`src/rtl/wallace_seq_mult.sv`:
```
// wallace_seq_mult: WIDTH x WIDTH multiplier using one row of TILE x TILE tile products per clock (optional WMUL_SIGNED_EN adds is_signed).
// Latency: out_valid rises ROWS edges after the accepting edge; one product per ROWS+2 cycles at best.
// Backpressure: in_ready only while IDLE; the product is held in DONE until out_ready.
module wallace_seq_mult #(
    parameter int WIDTH = 32,
    parameter int TILE  = 8
) (
    input  logic                 clk,
    input  logic                 rst_n,
    input  logic                 in_valid,
    output logic                 in_ready,
    input  logic [WIDTH-1:0]     a,
    input  logic [WIDTH-1:0]     b,
`ifdef WMUL_SIGNED_EN
    input  logic                 is_signed,
`endif
    output logic                 out_valid,
    input  logic                 out_ready,
    output logic [2*WIDTH-1:0]   p
);
    localparam int ROWS = WIDTH / TILE;
    localparam int KW   = (ROWS > 1) ? $clog2(ROWS) : 1;
    localparam int RW   = WIDTH + TILE;
    localparam int PW   = 2 * WIDTH;

    generate
        if ((WIDTH % TILE) != 0) begin : g_bad_width
            $error("wallace_seq_mult: WIDTH must be a multiple of TILE");
        end
    endgenerate

    typedef enum logic [1:0] {IDLE = 2'd0, CALC = 2'd1, DONE = 2'd2} state_t;

    state_t            state, state_nxt;
    logic [WIDTH-1:0]  a_reg, b_reg;
    logic [WIDTH-1:0]  a_mag, b_mag;
    logic [KW-1:0]     k;
    logic [PW-1:0]     acc;
    logic [TILE-1:0]   b_dig;
    logic [2*TILE-1:0] tile;
    logic [RW-1:0]     row;
    logic [PW-1:0]     row_sh, sum, prod;
    logic              last_row;

    assign in_ready = (state == IDLE);
    assign last_row = (k == KW'(ROWS - 1));

    always_ff @(posedge clk or negedge rst_n) begin
        if (!rst_n) state <= IDLE;
        else        state <= state_nxt;
    end

    always_comb begin
        state_nxt = state;
        case (state)
            IDLE:    if (in_valid)  state_nxt = CALC;
            CALC:    if (last_row)  state_nxt = DONE;
            DONE:    if (out_ready) state_nxt = IDLE;
            default:                state_nxt = IDLE;
        endcase
    end

    // One row: a_reg times the current B digit, as a sum of shifted tile products.
    always_comb begin
        b_dig = b_reg[k*TILE +: TILE];
        tile  = '0;
        row   = '0;
        for (int j = 0; j < ROWS; j++) begin
            tile = {{TILE{1'b0}}, a_reg[j*TILE +: TILE]} * {{TILE{1'b0}}, b_dig};
            row  = row + (RW'(tile) << (j*TILE));
        end
        row_sh = PW'(row) << (k*TILE);
        sum    = acc + row_sh;
    end

`ifdef WMUL_SIGNED_EN
    logic neg_reg;

    // Operands are held as magnitudes; the sign is reapplied when p is loaded.
    always_comb begin
        a_mag = (is_signed && a[WIDTH-1]) ? -a : a;
        b_mag = (is_signed && b[WIDTH-1]) ? -b : b;
        prod  = neg_reg ? -sum : sum;
    end

    always_ff @(posedge clk or negedge rst_n) begin
        if (!rst_n)                          neg_reg <= 1'b0;
        else if (state == IDLE && in_valid)  neg_reg <= is_signed & (a[WIDTH-1] ^ b[WIDTH-1]);
    end
`else
    always_comb begin
        a_mag = a;
        b_mag = b;
        prod  = sum;
    end
`endif

    always_ff @(posedge clk or negedge rst_n) begin
        if (!rst_n) begin
            a_reg     <= '0;
            b_reg     <= '0;
            acc       <= '0;
            k         <= '0;
            p         <= '0;
            out_valid <= 1'b0;
        end else begin
            case (state)
                IDLE: if (in_valid) begin
                    a_reg <= a_mag;
                    b_reg <= b_mag;
                    acc   <= '0;
                    k     <= '0;
                end
                CALC: begin
                    acc <= sum;
                    k   <= last_row ? '0 : k + KW'(1);
                    if (last_row) begin
                        p         <= prod;
                        out_valid <= 1'b1;
                    end
                end
                DONE: if (out_ready) out_valid <= 1'b0;
                default: ;
            endcase
        end
    end
endmodule
```
`config.mk`:
```
export PLATFORM = sky130hd
export DESIGN_NAME = wallace_seq_mult
export DESIGN_NICKNAME = d
export VERILOG_FILES = /design/src/rtl/wallace_seq_mult.sv
export SDC_FILE = /design/constraint.sdc
export NUM_CORES = 1
export LEC_CHECK = 0
export ABC_AREA = 1
export CAP_MARGIN = 25
export CORE_MARGIN = 1
export CORE_UTILIZATION = 50
export DETAILED_ROUTE_END_ITERATION = 8
export HOLD_SLACK_MARGIN = 0.15
export PLACE_DENSITY = 0.69
export SLEW_MARGIN = 15
export SYNTH_ARGS = -nofsm -noshare
export SYNTH_HDL_FRONTEND = slang
export SYNTH_SLANG_ARGS = --single-unit
```
`constraint.sdc`:
```
create_clock -name clk -period 10.3 [get_ports clk]
set_clock_uncertainty 0.15 [all_clocks]
set_input_delay 1.545 -clock clk [delete_from_list [all_inputs] [get_ports clk]]
set_output_delay 1.545 -clock clk [all_outputs]
set_load 0.02 [all_outputs]
```
Word level (Yosys, flattened, before mapping) --
Index checks and enable logic that the tools add are counted.
Cells by class: $add $sub $neg 5, multipliers 4, div/mod/pow operators 0, $lt $le $gt $ge 0, equal/unequal tests 6, shifts and indexed selects 2, muxes and demuxes 12, bitwise logic cells 0, reduce and logical (&&, ||, !) cells 8
Operator list (number):
- 64-bit case mux with 2 select lines | 1
- 64-bit adder | 1
- 8-bit by 8-bit multiplier with 16-bit output | 4
- 64-bit 2-to-1 mux | 1
- 40-bit by 5-bit left shift with 64-bit output | 1
- 33-bit by 40-bit adder with 40-bit output | 1
- 25-bit by 32-bit adder with 33-bit output | 1
- 32-bit by 6-bit indexed part select with 8-bit output | 1
- 16-bit by 24-bit adder with 25-bit output | 1
- 2-bit 2-to-1 mux | 5
- 2-bit inequality test, second input constant | 3
- 2-bit case mux with 3 select lines | 1
- 2-bit AND reduction | 3
- 3-bit AND reduction | 2
- 2-bit equality test, second input constant | 2
- 2-bit case mux with 2 select lines | 1
- 2-bit nonzero test | 2
- 2-bit by 1-bit adder with 2-bit output, second input constant | 1
- 2-bit by 1-bit equality test with 1-bit output, second input constant | 1
- 2-bit logical NOT | 1
- 1-bit 2-to-1 mux | 2
- 1-bit case mux with 2 select lines | 1
Storage, ports and cells: bits in registers 197, bits in latches 0, RAM bits 0, bits in read-only memories 0, input port bits 68, output and inout bits 66, logic and storage cells 44, memories kept 0

Logic depth before layout (Yosys ltp) --
depth in word-level cells 8, depth in mapped cells 58, depth with buffers taken out 56

Least setup slack after synthesis --
No wires, ideal clock.
kind register -> register, start point reg k[0], end point reg acc[61], library setup time 0.118 ns, arrival 8.395 ns, required time 10.032 ns, slack 1.638 ns, stages on the path, launching flop included 49, buffers on the path 3, clock period less this slack 8.662 ns, cells stage by stage dfrtp_1 clkbuf_1 inv_1 clkbuf_1 nand2_1 nand3_1 nand2_1 clkbuf_1 nor2_1 fa_1 fa_1 inv_1 fa_1 fa_1 inv_1 ha_1 nand3_1 and2_1 [13 not listed] nand2_1 nand2_1 nand2_2 xor2_1 o21ai_0 o21ai_1 ha_1 a21oi_1 inv_1 a21oi_1 a21boi_2 nor2_1 nor2_1 nor2_1 a211oi_1 nand3_1 nand3_1 nand2_1
Between the ends: word-level cells in the longest chain between the ends 8, elaborated cells on any way between the ends 11, classes of those cells add/sub (4); mul (4); shift (2); mux (1)
Ends and longest elaborated chain:
- from (decl) | RTL line 37 | logic [KW-1:0] k;
- from (signal assigned) | RTL line 116 | k <= last_row ? '0 : k + KW'(1);
- 32-bit by 6-bit indexed part select with 8-bit output | RTL line 65 | b_dig = b_reg[k*TILE +: TILE];
- 8-bit by 8-bit multiplier with 16-bit output | RTL line 69 | tile = {{TILE{1'b0}}, a_reg[j*TILE +: TILE]} * {{TILE{1'b0}}, b_dig};
- 16-bit by 24-bit adder with 25-bit output | RTL line 70 | row = row + (RW'(tile) << (j*TILE));
- 25-bit by 32-bit adder with 33-bit output | RTL line 70
- 33-bit by 40-bit adder with 40-bit output | RTL line 70
- 40-bit by 5-bit left shift with 64-bit output * | RTL line 72 | row_sh = PW'(row) << (k*TILE);
- 64-bit adder * | RTL line 73 | sum = acc + row_sh;
- 64-bit case mux with 2 select lines * | RTL line 107 | case (state)
- to (signal assigned) | RTL line 115 | acc <= sum;
- to (decl) | RTL line 38 | logic [PW-1:0] acc;
Every way passes the cells marked *; elsewhere a longest branch is shown, timed or not. A chain may end at the register's enable or synchronous reset.

Final worst setup path --
start point reg k[0], end point reg p[41]
Between the ends: word-level cells in the longest chain between the ends 7, elaborated cells on any way between the ends 12, classes of those cells add/sub (4); mul (4); eq/ne (1); shift (2); reduce/logical (1)
Ends and longest elaborated chain:
- 32-bit by 6-bit indexed part select with 8-bit output | RTL line 65
- 8-bit by 8-bit multiplier with 16-bit output | RTL line 69
- 16-bit by 24-bit adder with 25-bit output | RTL line 70
- 25-bit by 32-bit adder with 33-bit output | RTL line 70
- 33-bit by 40-bit adder with 40-bit output | RTL line 70
- 40-bit by 5-bit left shift with 64-bit output | RTL line 72
- 64-bit adder | RTL line 73
- to (signal assigned) | RTL line 118 | p <= prod;
- to (decl) | RTL line 19 | output logic [2*WIDTH-1:0] p
Parallel ways exist; a longest one is shown, timed or not.

==> reports/results.tsv <==
stage	metric	value	unit
place	place_hpwl	63190	µm
logic_synthesis	synthCells	3180	
place	port_buffers	133	
clocking	ctsLongestPathBuffers	2	
grt	grt_pass1_vias	21833	
worst_setup_path	worstPathArrival	10150	ps
drt	drtIter0Drc	1451	
logic_synthesis	syn_area	22890	µm²
finish	area_growth	12.93	%
clocking	cts_tree	yes	
finish	biggestRegsByFlops	acc (64), p (64)	
logic_synthesis	ys_seq_area_frac	0.2153	
logic_synthesis	synth_fa_ha_area_frac	0.2746	
logic_synthesis	synth_top_family_by_area	adder cells	
worst_setup_path	worstSetupStartpointType	flip-flop	
sta	fin_tns_setup	0	ps
floorplan	die_y	216.0	µm
sta	hold_violations	0	
worst_setup_path	worstPathMaxFanout	25	
status	outcome	finished clean	
sta	max_freq	101.0	MHz
finish	nets	3778	
worst_setup_path	cp_slowest_stage_delay	560	ps
logic_synthesis	synth_nets	3658	
finish	utilization	0.5710	
logic_synthesis	ys_warn_count	0	
logic_synthesis	ys_ff_latch	197	
drt	finalWirelength	77220	µm
drt	detail_route.wl_per_cell	19.73	µm
sta	setup_viol	0	
logic_synthesis	yosys.area_share.simple	0.2669	
hold_path	worstHoldPathCells	2	
grt	track_usage	0.3399	
worst_setup_path	crit_required	10540	ps
worst_setup_path	crit_slowest_cell	fa_1	
sta	period_share	0.9615	
worst_setup_path	path_class	flip-flop to flip-flop	
sta	min_period	9903	ps
finish	register_area	4932	µm²
floorplan	placementRows	78	
clocking	numCtsBuffers	17	
sta	worst_pin_slew	940.5	ps
logic_synthesis	synth-edff-count	0	
finish	num_antenna_cells	0	
logic_synthesis	synth-compound-area-share	0.1161	
logic_synthesis	ys.flop_type	dfrtp_1	
clocking	clockRootBuffer	clkbuf_16	
drt	dr_wl_met2	37910	µm
clocking	holdBufCountCts	0	
sta	rsz0062_at_grt	yes	
drt	highest_layer	met4	
clocking	insertion_delay	520	ps
drt	vias_per_cell	5.496	
logic_synthesis	yosys-top-cells-area	dfrtp_1 22%, ha_1 14%, fa_1 13%	
clocking	cts.sinks	197	
grt	grt_pass1_wl	121500	µm
worst_setup_path	reg2regPathDepth	44	
grt	grt-ovfl-total	0	
grt	grt_max_degree	97	
worst_setup_path	end_kind	flip-flop	
logic_synthesis	synthMuxAreaShare	0.002623	
sta	slew_violations	0	
logic_synthesis	synth.avg_cell_area	7.200	µm²
logic_synthesis	synth.largest_area_cell	dfrtp_1	
floorplan	core_area	45280	µm²
sta	max-slew-margin-rel	0.3723	
floorplan	design.die.area	46650	µm²
clocking	clkSlewWorstSetupHoldPaths	90	ps
logic_synthesis	yosysTopAreaCellShare	0.2153	
drt	vias	21505	
drt	drt-met1-wl	32700	µm
logic_synthesis	synth_commonest_cells	802 x nand2_1, 462 x inv_1, 381 x nor2_1, 256 x ha_1, 197 x dfrtp_1	
floorplan	initial_core_util	0.5056	
floorplan	dieWidth	216.0	µm
logic_synthesis	synth-xor-area-share	0.03252	
hold_path	hold_path_class	flip-flop to flip-flop	
drt	drtPass1Iterations	5	
clocking	h-tree-depth	4	
drt	ant_nets	0	
finish	multi_input_area	15980	µm²
logic_synthesis	synth_most_common_cell	nand2_1	
drt	wl_met3	3418	µm
grt	antenna_found_initial	0	
floorplan	top_level_ports	134	
logic_synthesis	synthArstFlopShare	1.000	
finish	fill_cells	4446	
drt	drc_errors	0	
place	place_congestion	1.020	
job	drv_cap	0	
finish	drive_gt1_frac	0.05886	
logic_synthesis	ys_types	57	
[what timing repair did]
| action | CTS | global route |
|---|---|---|
| buffers inserted | 0 | 7 |
| gates resized for setup | 0 | 38 |
| endpoints found under the setup margin | 0 | 62 |
[worst max-delay path: cells and delay by family (launching register included)]
kind | cells | cell delay [ps]
simple gates | 12 | 1530
compound gates | 16 | 2940
fa+ha+maj | 8 | 3490
xor+xnor | 2 | 410
buf+inv | 6 | 750
flops | 1 | 450
[layer usage]
| metal | GRT usage | up-vias |
|---|---|---|
| met5 | 0 | - |
| met4 | 0.1467 | 0 |
| met3 | 0.04510 | 166 |
| met2 | 0.5864 | 617 |
| met1 | 0.4250 | 10349 |
| li1 | - | 10373 |
[metrics by stage]
step / cells / worst slack [ps] / hold slack [ps] / instance area (µm²)
4_1_cts: 3905 / 145.1 / 337.5 / 25670
5_1_grt: 3913 / -71.66 / 352.8 / 25850
3_5_place_dp: 3873 / 204.1 / 316.3 / 25030
2_1_floorplan: 3180 / 1638 / 298.7 / 22890
3_3_place_gp: 3872 / 256.4 / 316.0 / 25010
6_report: 3913 / 396.8 / 333.2 / 25850
[cells by family after synthesis]
| logic type | Yosys count |
|---|---|
| AND/OR/NAND/NOR | 1469 |
| AO/OA/AOI/OAI | 458 |
| buffers and inverters | 555 |
| XOR/XNOR | 85 |
| flip-flops | 197 |
| adder cells (fa/ha/maj) | 410 |
| multiplexers | 6 |
[layout by cell type (no fill, tap or decap), types with 10 or more instances in the layout]
master,count
nor3_1,15
o21ai_0,184
nand3_1,158
a31oi_1,30
clkbuf_16,17
a21o_1,21
buf_4,45
a21oi_1,120
clkdlybuf4s50_1,132
nor2_1,377
nand3_2,14
nand2_1,797
fa_1,154
nand2_2,25
a21oi_2,10
o21a_1,13
nand3b_1,11
inv_1,461
xor2_1,51
o21bai_1,12
or2_1,14
xnor2_1,33
nand4_1,24
dfrtp_1,195
ha_1,253
o21ai_1,20
[worst paths after layout]
check | start | end | slack [ps]
setup reg to reg | k[0] | p[41] | 400
setup / recovery | k[0] | p[41] | 400
min in group asynchronous | rst_n | a_reg[26] | 870
max in group asynchronous | rst_n | acc[45] | 7660
hold / removal | out_valid | out_valid | 330
hold reg to reg | out_valid | out_valid | 330
[layout make-up]
cell class,instances,share of cell area
clock buffers,17,0.01645
inverters,472,0.06882
multi-input cells,2428,0.6182
well taps,600,0.02904
flip-flops and latches,197,0.1908
clock inverters,15,0.008372
repair inverters,1,0.0002904
repair buffers,183,0.06804
Power is left out: the tool's default activity adds up to more than one toggle a clock period on the data nets, which glitch-free logic cannot reach.
